**config.mk**
```make
export PLATFORM = sky130hd
export DESIGN_NAME = boss_spawn_ctrl
export DESIGN_NICKNAME = d
export VERILOG_FILES = /design/src/rtl/game_consts_pkg.sv /design/src/rtl/boss_spawn_ctrl_lfsr16.sv /design/src/rtl/boss_spawn_ctrl.sv
export SDC_FILE = /design/constraint.sdc
export NUM_CORES = 1
export LEC_CHECK = 0
export BUFFER_PORTS_ARGS = -buffer_cell sky130_fd_sc_hd__buf_2
export CORE_MARGIN = 1.5
export CORE_UTILIZATION = 53
export DETAILED_ROUTE_END_ITERATION = 8
export GPL_TIMING_DRIVEN = 0
export PLACE_DENSITY = 0.73
export SLEW_MARGIN = 10
export SYNTH_ARGS = -nofsm -noshare
export SYNTH_HDL_FRONTEND = slang
export SYNTH_HIERARCHICAL = 1
export SYNTH_SLANG_ARGS = --single-unit
```
**constraint.sdc**
```tcl
create_clock -name clk -period 6.8 [get_ports clk]
set_input_delay 1.02 -clock clk [delete_from_list [all_inputs] [get_ports clk]]
set_output_delay 1.02 -clock clk [all_outputs]
set_load 0.02 [all_outputs]
```
**src/rtl/game_consts_pkg.sv**
```systemverilog
// game_consts: screen/boss geometry, LFSR seed and boss scheduler state encodings.
package game_consts;
    localparam int X_MAX = 160;
    localparam int Y_MAX = 120;
    localparam int BOSS_W = 16;
    localparam int BOSS_H = 16;
    localparam logic [15:0] LFSR_SEED = 16'hACE1;
    typedef enum logic [2:0] {
        S_IDLE   = 3'd0,
        S_ARM    = 3'd1,
        S_COUNT  = 3'd2,
        S_SPAWN  = 3'd3,
        S_ENGAGE = 3'd4
    } state_t;
endpackage

```
**src/rtl/boss_spawn_ctrl_lfsr16.sv**
```systemverilog
// lfsr16: 16-bit Fibonacci LFSR (taps 16,14,13,11) that steps every cycle and reloads its seed on reset.
module lfsr16 #(
    parameter logic [15:0] SEED = 16'hACE1
) (
    input  logic        clk,
    input  logic        resetn,
    output logic [15:0] q
);
    always_ff @(posedge clk)
        q <= !resetn ? SEED : {q[0] ^ q[2] ^ q[3] ^ q[5], q[15:1]};
endmodule

```
**src/rtl/boss_spawn_ctrl.sv**
```systemverilog
// boss_spawn_ctrl: schedules boss spawns after a random tick delay and turns player fire into single kill pulses.
module boss_spawn_ctrl
    import game_consts::*;
#(
    parameter int TICK_DIV       = 5000000,
    parameter int MIN_TICKS      = 10,
    parameter int BOSS_W         = game_consts::BOSS_W,
    parameter int BOSS_H         = game_consts::BOSS_H,
    parameter int X_MAX          = game_consts::X_MAX,
    parameter int Y_MAX          = game_consts::Y_MAX,
    parameter int COOLDOWN_TICKS = 3
) (
    input  logic       clk,
    input  logic       resetn,
    input  logic       titleoff,
    input  logic       over,
    input  logic       clear,
    input  logic       tar,
    input  logic       fire,
    input  logic [7:0] aim_x,
    input  logic [6:0] aim_y,
    output logic       spawn,
    output logic       kill,
    output logic [7:0] boss_x,
    output logic [6:0] boss_y
);
    localparam int TW = TICK_DIV > 1 ? $clog2(TICK_DIV) : 1;
    localparam logic [7:0] XLIM = 8'(X_MAX - BOSS_W);
    localparam logic [6:0] YLIM = 7'(Y_MAX - BOSS_H);

    state_t state, state_n;
    logic [15:0] lfsr;
    logic [TW-1:0] tick;
    logic [7:0] delay, cool;
    logic fire_q, kill_done, abort, wrap, hit, accept, unused_ok;

    lfsr16 #(.SEED(LFSR_SEED)) u_lfsr (.clk(clk), .resetn(resetn), .q(lfsr));

    assign unused_ok = lfsr[7];
    assign abort = !titleoff || over;
    assign wrap = tick == TW'(TICK_DIV - 1);
    // widened by one bit so boss_x+BOSS_W-1 / boss_y+BOSS_H-1 cannot wrap
    assign hit = {1'b0, boss_x} <= {1'b0, aim_x} && {1'b0, aim_x} <= {1'b0, boss_x} + 9'(BOSS_W - 1)
              && {1'b0, boss_y} <= {1'b0, aim_y} && {1'b0, aim_y} <= {1'b0, boss_y} + 8'(BOSS_H - 1);
    assign accept = !abort && state == S_ENGAGE && tar && fire && !fire_q && cool == 8'd0 && !kill_done;

    always_ff @(posedge clk)
        state <= !resetn ? S_IDLE : state_n;

    always_comb begin
        state_n = state;
        spawn = state == S_SPAWN;
        if (abort)
            state_n = S_IDLE;
        else
            case (state)
                S_IDLE:   state_n = clear ? S_ARM : S_IDLE;
                S_ARM:    state_n = S_COUNT;
                S_COUNT:  state_n = delay == 8'd0 ? S_SPAWN : S_COUNT;
                S_SPAWN:  state_n = S_ENGAGE;
                S_ENGAGE: state_n = clear ? S_ARM : S_ENGAGE;
                default:  state_n = S_IDLE;
            endcase
    end

    always_ff @(posedge clk) begin
        if (!resetn) begin
            tick <= '0;
            delay <= 8'd0;
            cool <= 8'd0;
            fire_q <= 1'b0;
            kill_done <= 1'b0;
            kill <= 1'b0;
            boss_x <= 8'd0;
            boss_y <= 7'd0;
        end else begin
            fire_q <= fire;
            tick <= (state == S_ARM || wrap) ? '0 : tick + TW'(1);
            kill <= accept && hit;
            if (abort) begin
                delay <= 8'd0;
                cool <= 8'd0;
            end else begin
                if (state == S_ARM)
                    delay <= 8'(MIN_TICKS) + {4'd0, lfsr[3:0]};
                else if (state == S_COUNT && wrap && delay != 8'd0)
                    delay <= delay - 8'd1;
                if (accept)
                    cool <= 8'(COOLDOWN_TICKS);
                else if (wrap && cool != 8'd0)
                    cool <= cool - 8'd1;
            end
            if (state == S_ARM)
                kill_done <= 1'b0;
            else if (accept && hit)
                kill_done <= 1'b1;
            if (state == S_SPAWN) begin
                boss_x <= lfsr[15:8] > XLIM ? lfsr[15:8] - XLIM - 8'd1 : lfsr[15:8];
                boss_y <= lfsr[6:0] > YLIM ? lfsr[6:0] - YLIM - 7'd1 : lfsr[6:0];
            end
        end
    end
endmodule

```
Yosys cells after proc, flatten, opt, wreduce, memory -nomap -nowiden
Cells that the tools add are included.
Operators by class
  $add $sub $neg: 10
  $lt $le $gt $ge: 6
  equal/unequal tests: 5
  mux-type cells: 10
  bitwise logic cells: 4
  reductions and logical operators: 30
Operator list (number)
  $mux 8: 3
  $sub 8x1->8 const B: 3
  $add 23x1->23 const B: 1
  $eq 23x23->1 const B: 1
  $logic_not 8->1: 2
  $reduce_bool 8->1: 2
  $pmux 3 s5: 1
  $logic_and 1x1->1: 13
  $add 8x4->9 const B: 1
  $le 8x9->1: 1
  $add 7x4->8 const B: 1
  $gt 8x8->1 const B: 1
  $le 7x8->1: 1
  $le 8x8->1: 1
  $sub 8x8->8 const B: 1
  $gt 7x7->1 const B: 1
  $le 7x7->1: 1
  $mux 7: 1
  $sub 7x1->7 const B: 1
  $sub 7x7->7 const B: 1
  $eq 3x2->1 const B: 2
  $reduce_or 2->1: 3
  $add 4x4->5 const A: 1
  $logic_not 1->1: 4
  11 further kinds: 17
Word-level totals
  register bits: 76
  input bits: 22
  output and inout port bits: 17
  word-level logic and storage cells: 76

Logic depth before layout (Yosys ltp)
Gate-level depths: netlist of the first run.
  word-level depth: 10
  depth in mapped cells: 12
  gate-level depth less buffers: 12

Cells and area by module
Netlist of the first run, hierarchy kept.
By module, submodules not included
  boss_spawn_ctrl: times used 1, cells each 470, area each 3915.0 um2, sequential area each 1201.2 um2
  lfsr16: times used 1, cells each 36, area each 452.9 um2, sequential area each 320.3 um2

Least setup slack after synthesis of the first run
Ideal clock, no wire load.
  kind: in2reg
  from: in aim_x[4]
  to: reg kill_done
  library setup time: 70 ps
  data arrival time: 2419 ps
  data required time: 6730 ps
  setup slack: 4311 ps
  stages: 7
  path buffers: 0
  path through: ha_1 a21o_1 a21o_1 a2111oi_0 o32a_1 o2111ai_1 a21oi_1
Between the ends
  longest elaborated chain between the ends: 5
  elaborated cells between the ends (all ways): 6
  those cells by class: 2 x order compare; 4 x reduce/logical
RTL lines
  start, declared: RTL line boss_spawn_ctrl.sv:20  | input logic [7:0] aim_x,
  $le 8x9->1 or $le 8x8->1 (tied branches): RTL line boss_spawn_ctrl.sv:43  | assign hit = {1'b0, boss_x} <= {1'b0, aim_x} && {1'b0, aim_x} <= {1'b0, boss_x} + 9'(BOSS_W - 1)
  $logic_and 1x1->1 *: RTL line boss_spawn_ctrl.sv:43
  $logic_and 1x1->1 * (2 in a row): RTL line boss_spawn_ctrl.sv:44  | && {1'b0, boss_y} <= {1'b0, aim_y} && {1'b0, aim_y} <= {1'b0, boss_y} + 8'(BOSS_H - 1);
  $logic_and 1x1->1 *: RTL line boss_spawn_ctrl.sv:95  | else if (accept && hit)
  end signal, assigned: RTL line boss_spawn_ctrl.sv:72  | kill_done <= 1'b0;
  end signal, assigned: RTL line boss_spawn_ctrl.sv:94  | kill_done <= 1'b0;
  end signal, assigned: RTL line boss_spawn_ctrl.sv:96  | kill_done <= 1'b1;
  end, declared: RTL line boss_spawn_ctrl.sv:35  | logic fire_q, kill_done, abort, wrap, hit, accept, unused_ok;
Mark *: on every way between the ends. The rest lies on a longest branch, timed or not.
A chain may end at the register's enable or synchronous reset.

Worst setup path after layout of the first run
  from: reg state[0]
  to: out spawn
Between the ends
  longest elaborated chain between the ends: 1
RTL lines
  start, declared: RTL line boss_spawn_ctrl.sv:31  | state_t state, state_n;
  start signal, assigned: RTL line boss_spawn_ctrl.sv:48  | state <= !resetn ? S_IDLE : state_n;
  $eq 3x2->1: RTL line boss_spawn_ctrl.sv:52  | spawn = state == S_SPAWN;
  end, declared: RTL line boss_spawn_ctrl.sv:22  | output logic spawn,
Every way passes these cells.

==> impl_metrics.env, run 1 <==
export IMPL_status="finished clean"
export IMPL_report_final_slew_viol_count=0
export IMPL_coreArea_mm2=0.007848
export IMPL_postCtsSetupBuffers=0
export IMPL_syn_inst=506
export IMPL_avgSynthCellArea_um2=8.632
export IMPL_fin_tns_setup_ns=0
export IMPL_antenna_found_initial=0
export IMPL_grt_max_degree=14
export IMPL_pin_count=39
export IMPL_p_int_mw=0.6688
export IMPL_rsz0062_at_grt="no"
export IMPL_wirelength_um=8663
export IMPL_drive_above_1_share_pct=13.04
export IMPL_critPathLaunch="state[0]"
export IMPL_cts_sinks=76
export IMPL_synthTopCellsByArea="dfxtp_1 35%, ha_1 12%, xnor2_1 5.4%"
export IMPL_vias=3593
export IMPL_clk_latency_ns=0.35
export IMPL_ys_types=62
export IMPL_crit_slowest_cell="dfxtp_1"
export IMPL_syn_to_final_growth_pct=11.89
export IMPL_die_area_mm2=0.008795
export IMPL_hp_class="reg -> reg"
export IMPL_yosysWarnings=6
export IMPL_rr_worst_depth=11
export IMPL_cts_tree="yes"
export IMPL_clock_path_buffers=2
export IMPL_grt_pass1_vias=3464
export IMPL_clockPowerShare_pct=39.1
export IMPL_timing_rr_start="boss_x[0]"
export IMPL_vias_per_cell=5.427
export IMPL_port_buffers=38
export IMPL_synth_edf_count=0
export IMPL_period_needed_ns=2.998
export IMPL_endpoint="spawn"
export IMPL_path_clk_slew_ns=0.08
export IMPL_ant_nets=0
export IMPL_cts_resized=0
export IMPL_grt_overflow_total=0
export IMPL_relSlewSlack_pct=59.73
export IMPL_period_share_pct=44.09
export IMPL_tightest_slew_ns=0.5986
export IMPL_synth_area_mm2=0.004368
export IMPL_cp_start_kind="register"
export IMPL_numCtsBuffers=9
export IMPL_std_cell_rows=32
export IMPL_crit_chain="nand3b_1 > inv_1 > buf_1 > buf_2"
export IMPL_seq_power_share_pct=52.4
export IMPL_power_mw=0.8872
export IMPL_cp_end_kind="output port"
export IMPL_skew_ns=0.009205
export IMPL_yosysMostFrequentCell="dfxtp_1"
export IMPL_r2r_end="kill_done"
export IMPL_cts_root_buffer="clkbuf_8"
export IMPL_place_hpwl_um=6601
export IMPL_nets=619
export IMPL_ir_drop_mv=0.09427
export IMPL_wl_per_cell_um=13.09
export IMPL_p_leak_nw=2.021
export IMPL_async_reset_ff_share_pct=0
export IMPL_cpPeakStageDelay_ns=0.44
export IMPL_arrival_ns=1.98
export IMPL_hold_buffers=0
export IMPL_crit_type="reg -> out"
export IMPL_maxCapViolCount=0
export IMPL_synth_top_area_cell="dfxtp_1"
export IMPL_dr_first_iter_drc_count=123
export IMPL_required_ns=5.78
export IMPL_utilization_pct=62.28
export IMPL_dr_pass1_iters=4
export IMPL_die_x_um=93.78
export IMPL_powerDensity_mw_per_mm2=181.5
export IMPL_swShare_pct=24.62
export IMPL_r2r_slack_ns=4.12
export IMPL_start_util_pct=55.66
export IMPL_hold_viol_final=0
export IMPL_synthTopCellsByCount="76 x dfxtp_1, 60 x nor2_1, 42 x ha_1"
export IMPL_pwr_share_comb_pct=8.5
export IMPL_routabilityCongestion=0.8802
export IMPL_seq_area_frac_synth_pct=34.83
export IMPL_fin_hold_ws_ns=0.4176
export IMPL_fmax_ghz=0.3336
export IMPL_die_h_um=93.78
export IMPL_p_sw_mw=0.2184
export IMPL_grt_pass1_wl_um=14790
export IMPL_grt_util_all_layers_pct=20.96
export IMPL_cp_max_fo=10
export IMPL_synth_top_area_share_pct=34.83
export IMPL_yosys_register_bits=76
export IMPL_htree_levels=3
export IMPL_drcViolationCount=0
export IMPL_synthesis_nets=570
export IMPL_synth_top_flop_cell="dfxtp_1"
export IMPL_n_antenna_cell=0
export IMPL_setup_violations=0
## final cells by class
class                   instances  area, µm²
fillers                       722       2960
plain buffers                  11      66.31
multi-input cells             384       2649
well taps                     102      127.6
inverters                      35      131.4
repair buffers                 38      190.2
clock buffers                  11      141.4
clock inverters                 5      60.06
flip-flops and latches         76       1521
## kinds of logic (layout without fill, tap and decap cells)
family / Yosys count / in the layout / synth area share (%)
compound gates: 77 / 77 / 11.52
buf+inv: 46 / 100 / 4.526
simple gates: 209 / 209 / 25.81
fa+ha+maj: 42 / 42 / 12.03
xor+xnor: 54 / 54 / 10.83
flops: 76 / 76 / 34.83
mux: 2 / 2 / 0.4583
## registers in the layout, indices dropped and copies added (netlist names), 3 cells and up
name / flops
boss_y: 7
boss_x: 8
u_lfsr/q: 16
state: 3
delay: 8
tick: 23
cool: 8
## layout by cell type (no fill, tap or decap), drive strengths merged, types with 3 or more instances in the layout
| cell type | synthesis | routed |
|---|---|---|
| xor2 | 27 | 27 |
| nand3 | 21 | 21 |
| a21oi | 28 | 28 |
| buf | 6 | 44 |
| nor4 | 6 | 6 |
| o211ai | 4 | 4 |
| dfxtp | 76 | 76 |
| and3 | 3 | 3 |
| nand3b | 4 | 4 |
| a211oi | 15 | 15 |
| inv | 35 | 36 |
| xnor2 | 27 | 27 |
| o311ai | 3 | 3 |
| nand2b | 9 | 9 |
| nor3b | 4 | 4 |
| and4 | 5 | 5 |
| nor2b | 3 | 3 |
| nor3 | 12 | 12 |
| or3 | 3 | 3 |
| and2 | 11 | 11 |
| nand2 | 39 | 39 |
| a21o | 4 | 4 |
| nor2 | 61 | 61 |
| nand4 | 11 | 11 |
| clkbuf | 5 | 16 |
| o21ai | 8 | 8 |
| ha | 42 | 42 |
| or2b | 3 | 3 |
## worst min path at each step
stage / startpoint / to / slack (ns) / cells past startpoint
after floorplan: u_lfsr/q[7] / u_lfsr/q[6] / 0.39 / 1
after global placement: u_lfsr/q[7] / u_lfsr/q[6] / 0.39 / 1
after detailed placement: u_lfsr/q[7] / u_lfsr/q[6] / 0.40 / 1
after CTS: u_lfsr/q[7] / u_lfsr/q[6] / 0.42 / 1
after global routing: u_lfsr/q[7] / u_lfsr/q[6] / 0.43 / 1
final: u_lfsr/q[7] / u_lfsr/q[6] / 0.42 / 1
## stage by stage
step,instances,cell area (µm²),setup WS (ns)
after floorplan,506,4368,4.311
after global placement,646,4686,3.978
after detailed placement,646,4686,3.935
after CTS,662,4887,3.795
after global routing,662,4887,3.666
final,662,4887,3.802
## power by group through the flow
stage	sequential (mW)	clock (mW)	combinational (mW)
4_1_cts	0.465	0.355	0.0760
3_5_place_dp	0.475	0	0.0750
2_1_floorplan	0.472	0	0.0546
3_3_place_gp	0.475	0	0.0725
6_report	0.465	0.347	0.0754
5_1_grt	0.467	0.373	0.0863
## metal layers
layer / up-vias / share of wire [%] / GRT usage [%]
met1: 1659 / 47 / 24.60
met4: 0 / 1.5 / 6.965
met3: 11 / 3.1 / 4.854
met2: 60 / 48 / 37.38
li1: 1863 / - / -
met5: - / 0 / 0
## worst max-delay path: cells and delay by family (launching register included)
family        cells  cell delay, ns
flops             1            0.44
simple gates      1            0.32
buf+inv           3            0.88
(Power assumes the default switching activity.)
==> run 2, diff against run 1 <==
==> constraint.sdc (replaced) <==
create_clock -name clk -period 2.8 [get_ports clk]
set_input_delay 0.42 -clock clk [delete_from_list [all_inputs] [get_ports clk]]
set_output_delay 0.42 -clock clk [all_outputs]
set_load 0.02 [all_outputs]
==> run 2 against run 1 <==
Clock skew about the same. Final area is 0.13% higher. Routed wire length is essentially flat. Sequential power up 140%. Highest routed layer unchanged. Largest cell class unchanged. Worst setup slack worse by 3.6 ns. Via count rose by 0.39%. Combinational power rose by 150%.
==> impl_metrics.env, run 2 (synthesis gave the netlist of run 1 again) <==
export IMPL_p_int_mw=1.625
export IMPL_routabilityCongestion=0.8802
export IMPL_grt_util_all_layers_pct=20.96
export IMPL_grt_max_degree=14
export IMPL_place_hpwl_um=6601
export IMPL_die_area_mm2=0.008795
export IMPL_path_clk_slew_ns=0.08
export IMPL_period_share_pct=93.43
export IMPL_final_common_cell="dfxtp_1"
export IMPL_fmax_ghz=0.3823
export IMPL_wl_per_cell_um=13.09
export IMPL_timing_rr_start="boss_x[0]"
export IMPL_die_x_um=93.78
export IMPL_report_final_slew_viol_count=0
export IMPL_vias=3607
export IMPL_reg_largest_list="tick (23), u_lfsr/q (16)"
export IMPL_cts_sinks=76
export IMPL_postCtsSetupBuffers=0
export IMPL_rsz0062_at_grt="no"
export IMPL_worstHoldEndpoint="fire_q"
export IMPL_antenna_found_initial=0
export IMPL_ir_drop_mv=0.2289
export IMPL_period_needed_ns=2.616
export IMPL_p_leak_nw=2.022
export IMPL_crit_type="reg -> reg"
export IMPL_rr_worst_depth=11
export IMPL_swShare_pct=24.59
export IMPL_n_antenna_cell=0
export IMPL_pin_count=39
export IMPL_regMostFlops="tick"
export IMPL_die_h_um=93.78
export IMPL_cp_max_fo=4
export IMPL_cts_root_buffer="clkbuf_8"
export IMPL_hold_viol_final=0
export IMPL_grt_overflow_total=0
export IMPL_hold_buffers=0
export IMPL_setup_violations=0
export IMPL_utilization_pct=62.36
export IMPL_wirelength_um=8665
export IMPL_clk_latency_ns=0.34
export IMPL_std_cell_rows=32
export IMPL_ant_nets=0
export IMPL_port_buffers=38
export IMPL_dr_pass1_iters=4
export IMPL_start_util_pct=55.66
export IMPL_grt_pass1_vias=3464
export IMPL_status="finished clean"
export IMPL_cp_end_kind="register"
export IMPL_p_sw_mw=0.5298
export IMPL_hp_class="in -> reg"
export IMPL_pwr_share_comb_pct=8.6
export IMPL_nets=619
export IMPL_grt_pass1_wl_um=14790
export IMPL_powerDensity_mw_per_mm2=440.3
export IMPL_multi_input_area_mm2=0.002655
export IMPL_r2r_end="kill_done"
export IMPL_dr_first_iter_drc_count=119
export IMPL_numCtsBuffers=9
export IMPL_drcViolationCount=0
export IMPL_r2r_slack_ns=0.18
export IMPL_syn_to_final_growth_pct=12.03
export IMPL_holdPathStages=2
export IMPL_drive_above_1_share_pct=13.21
export IMPL_relSlewSlack_pct=59.59
export IMPL_required_ns=3.08
export IMPL_skew_ns=0.009275
export IMPL_tightest_slew_ns=0.6006
export IMPL_clock_path_buffers=2
export IMPL_coreArea_mm2=0.007848
export IMPL_seq_power_share_pct=52.4
export IMPL_cts_tree="yes"
export IMPL_nFillCells=723
export IMPL_htree_levels=3
export IMPL_register_area_mm2=0.001521
export IMPL_vias_per_cell=5.449
export IMPL_clockPowerShare_pct=39.0
export IMPL_final_cell_mix="76 x dfxtp_1, 60 x nor2_1, 42 x ha_1, 40 x buf_2, 38 x nand2_1"
export IMPL_cp_start_kind="register"
export IMPL_maxCapViolCount=0
export IMPL_min_from="fire"
export IMPL_fin_tns_setup_ns=0
export IMPL_arrival_ns=2.89
export IMPL_largest_reg_flops=23
==> run 2: cell counts in the layout (fill, tap and decap cells not counted) <==
No cell type changed its count.
==> run 2: worst max-delay path by stage <==
stage / from / to / slack (ns)
2_1_floorplan: boss_x[0] / kill_done / 0.36
3_3_place_gp: boss_x[0] / kill_done / 0.23
3_5_place_dp: boss_x[0] / kill_done / 0.17
4_1_cts: boss_x[0] / kill_done / 0.14
5_1_grt: boss_x[0] / kill_done / 0.05
6_report: boss_x[0] / kill_done / 0.18
==> run 2: worst max-delay path: stages, from the launching register on <==
cell and delay [ns]:
dfxtp_1 0.38, inv_1 0.11, ha_1 0.25, a21oi_1 0.24, xnor2_1 0.17, ha_1 0.29, nand4_1 0.15, a21oi_1 0.08
a2111oi_2 0.35, o32a_1 0.20, o2111ai_1 0.17, a21oi_1 0.18
==> run 2: timing repair <==
| item | in CTS | in global routing |
|---|---|---|
| hold endpoints to repair | 0 | 0 |
| endpoints found under the setup margin | 0 | 2 |
| resized for setup | 0 | 2 |
==> run 2: cell type report <==
type                       instances  share of cell area [%]
buffer                            11                   1.355
tap                              102                   2.608
clock inverter                     5                   1.227
inverter                          35                   2.685
clock buffer                      11                   2.889
multi-input combinational        384                   54.26
sequential                        76                   31.09
timing repair buffer              38                   3.886
==> run 2: layer usage <==
metal / up-vias / share of wire, % / track usage [%]
met1: 1667 / 47 / 24.60
met5: - / 0 / 0
met4: 0 / 1.3 / 6.965
li1: 1864 / - / -
met2: 64 / 48 / 37.38
met3: 12 / 3.2 / 4.854
==> run 2: per-stage QoR <==
step | setup slack (ns) | hold WS, ns | instances | power [mW] | instance area, µm²
2_1_floorplan | 0.3555 | 0.3863 | 506 | 1.279 | 4368
3_3_place_gp | 0.2291 | 0.3891 | 646 | 1.329 | 4686
3_5_place_dp | 0.1654 | 0.3965 | 646 | 1.337 | 4686
4_1_cts | 0.1443 | 0.2916 | 662 | 2.177 | 4887
5_1_grt | 0.05303 | 0.3091 | 662 | 2.249 | 4893
6_report | 0.1840 | 0.3073 | 662 | 2.155 | 4893
==> run 2: power by group through the flow <==
stage                     combinational, mW  sequential [mW]  clock [mW]
after floorplan                       0.133             1.15           0
after global placement                0.176             1.15           0
after detailed placement              0.182             1.15           0
after CTS                             0.184             1.13       0.863
after global routing                  0.211             1.13       0.905
final                                 0.185             1.13       0.840
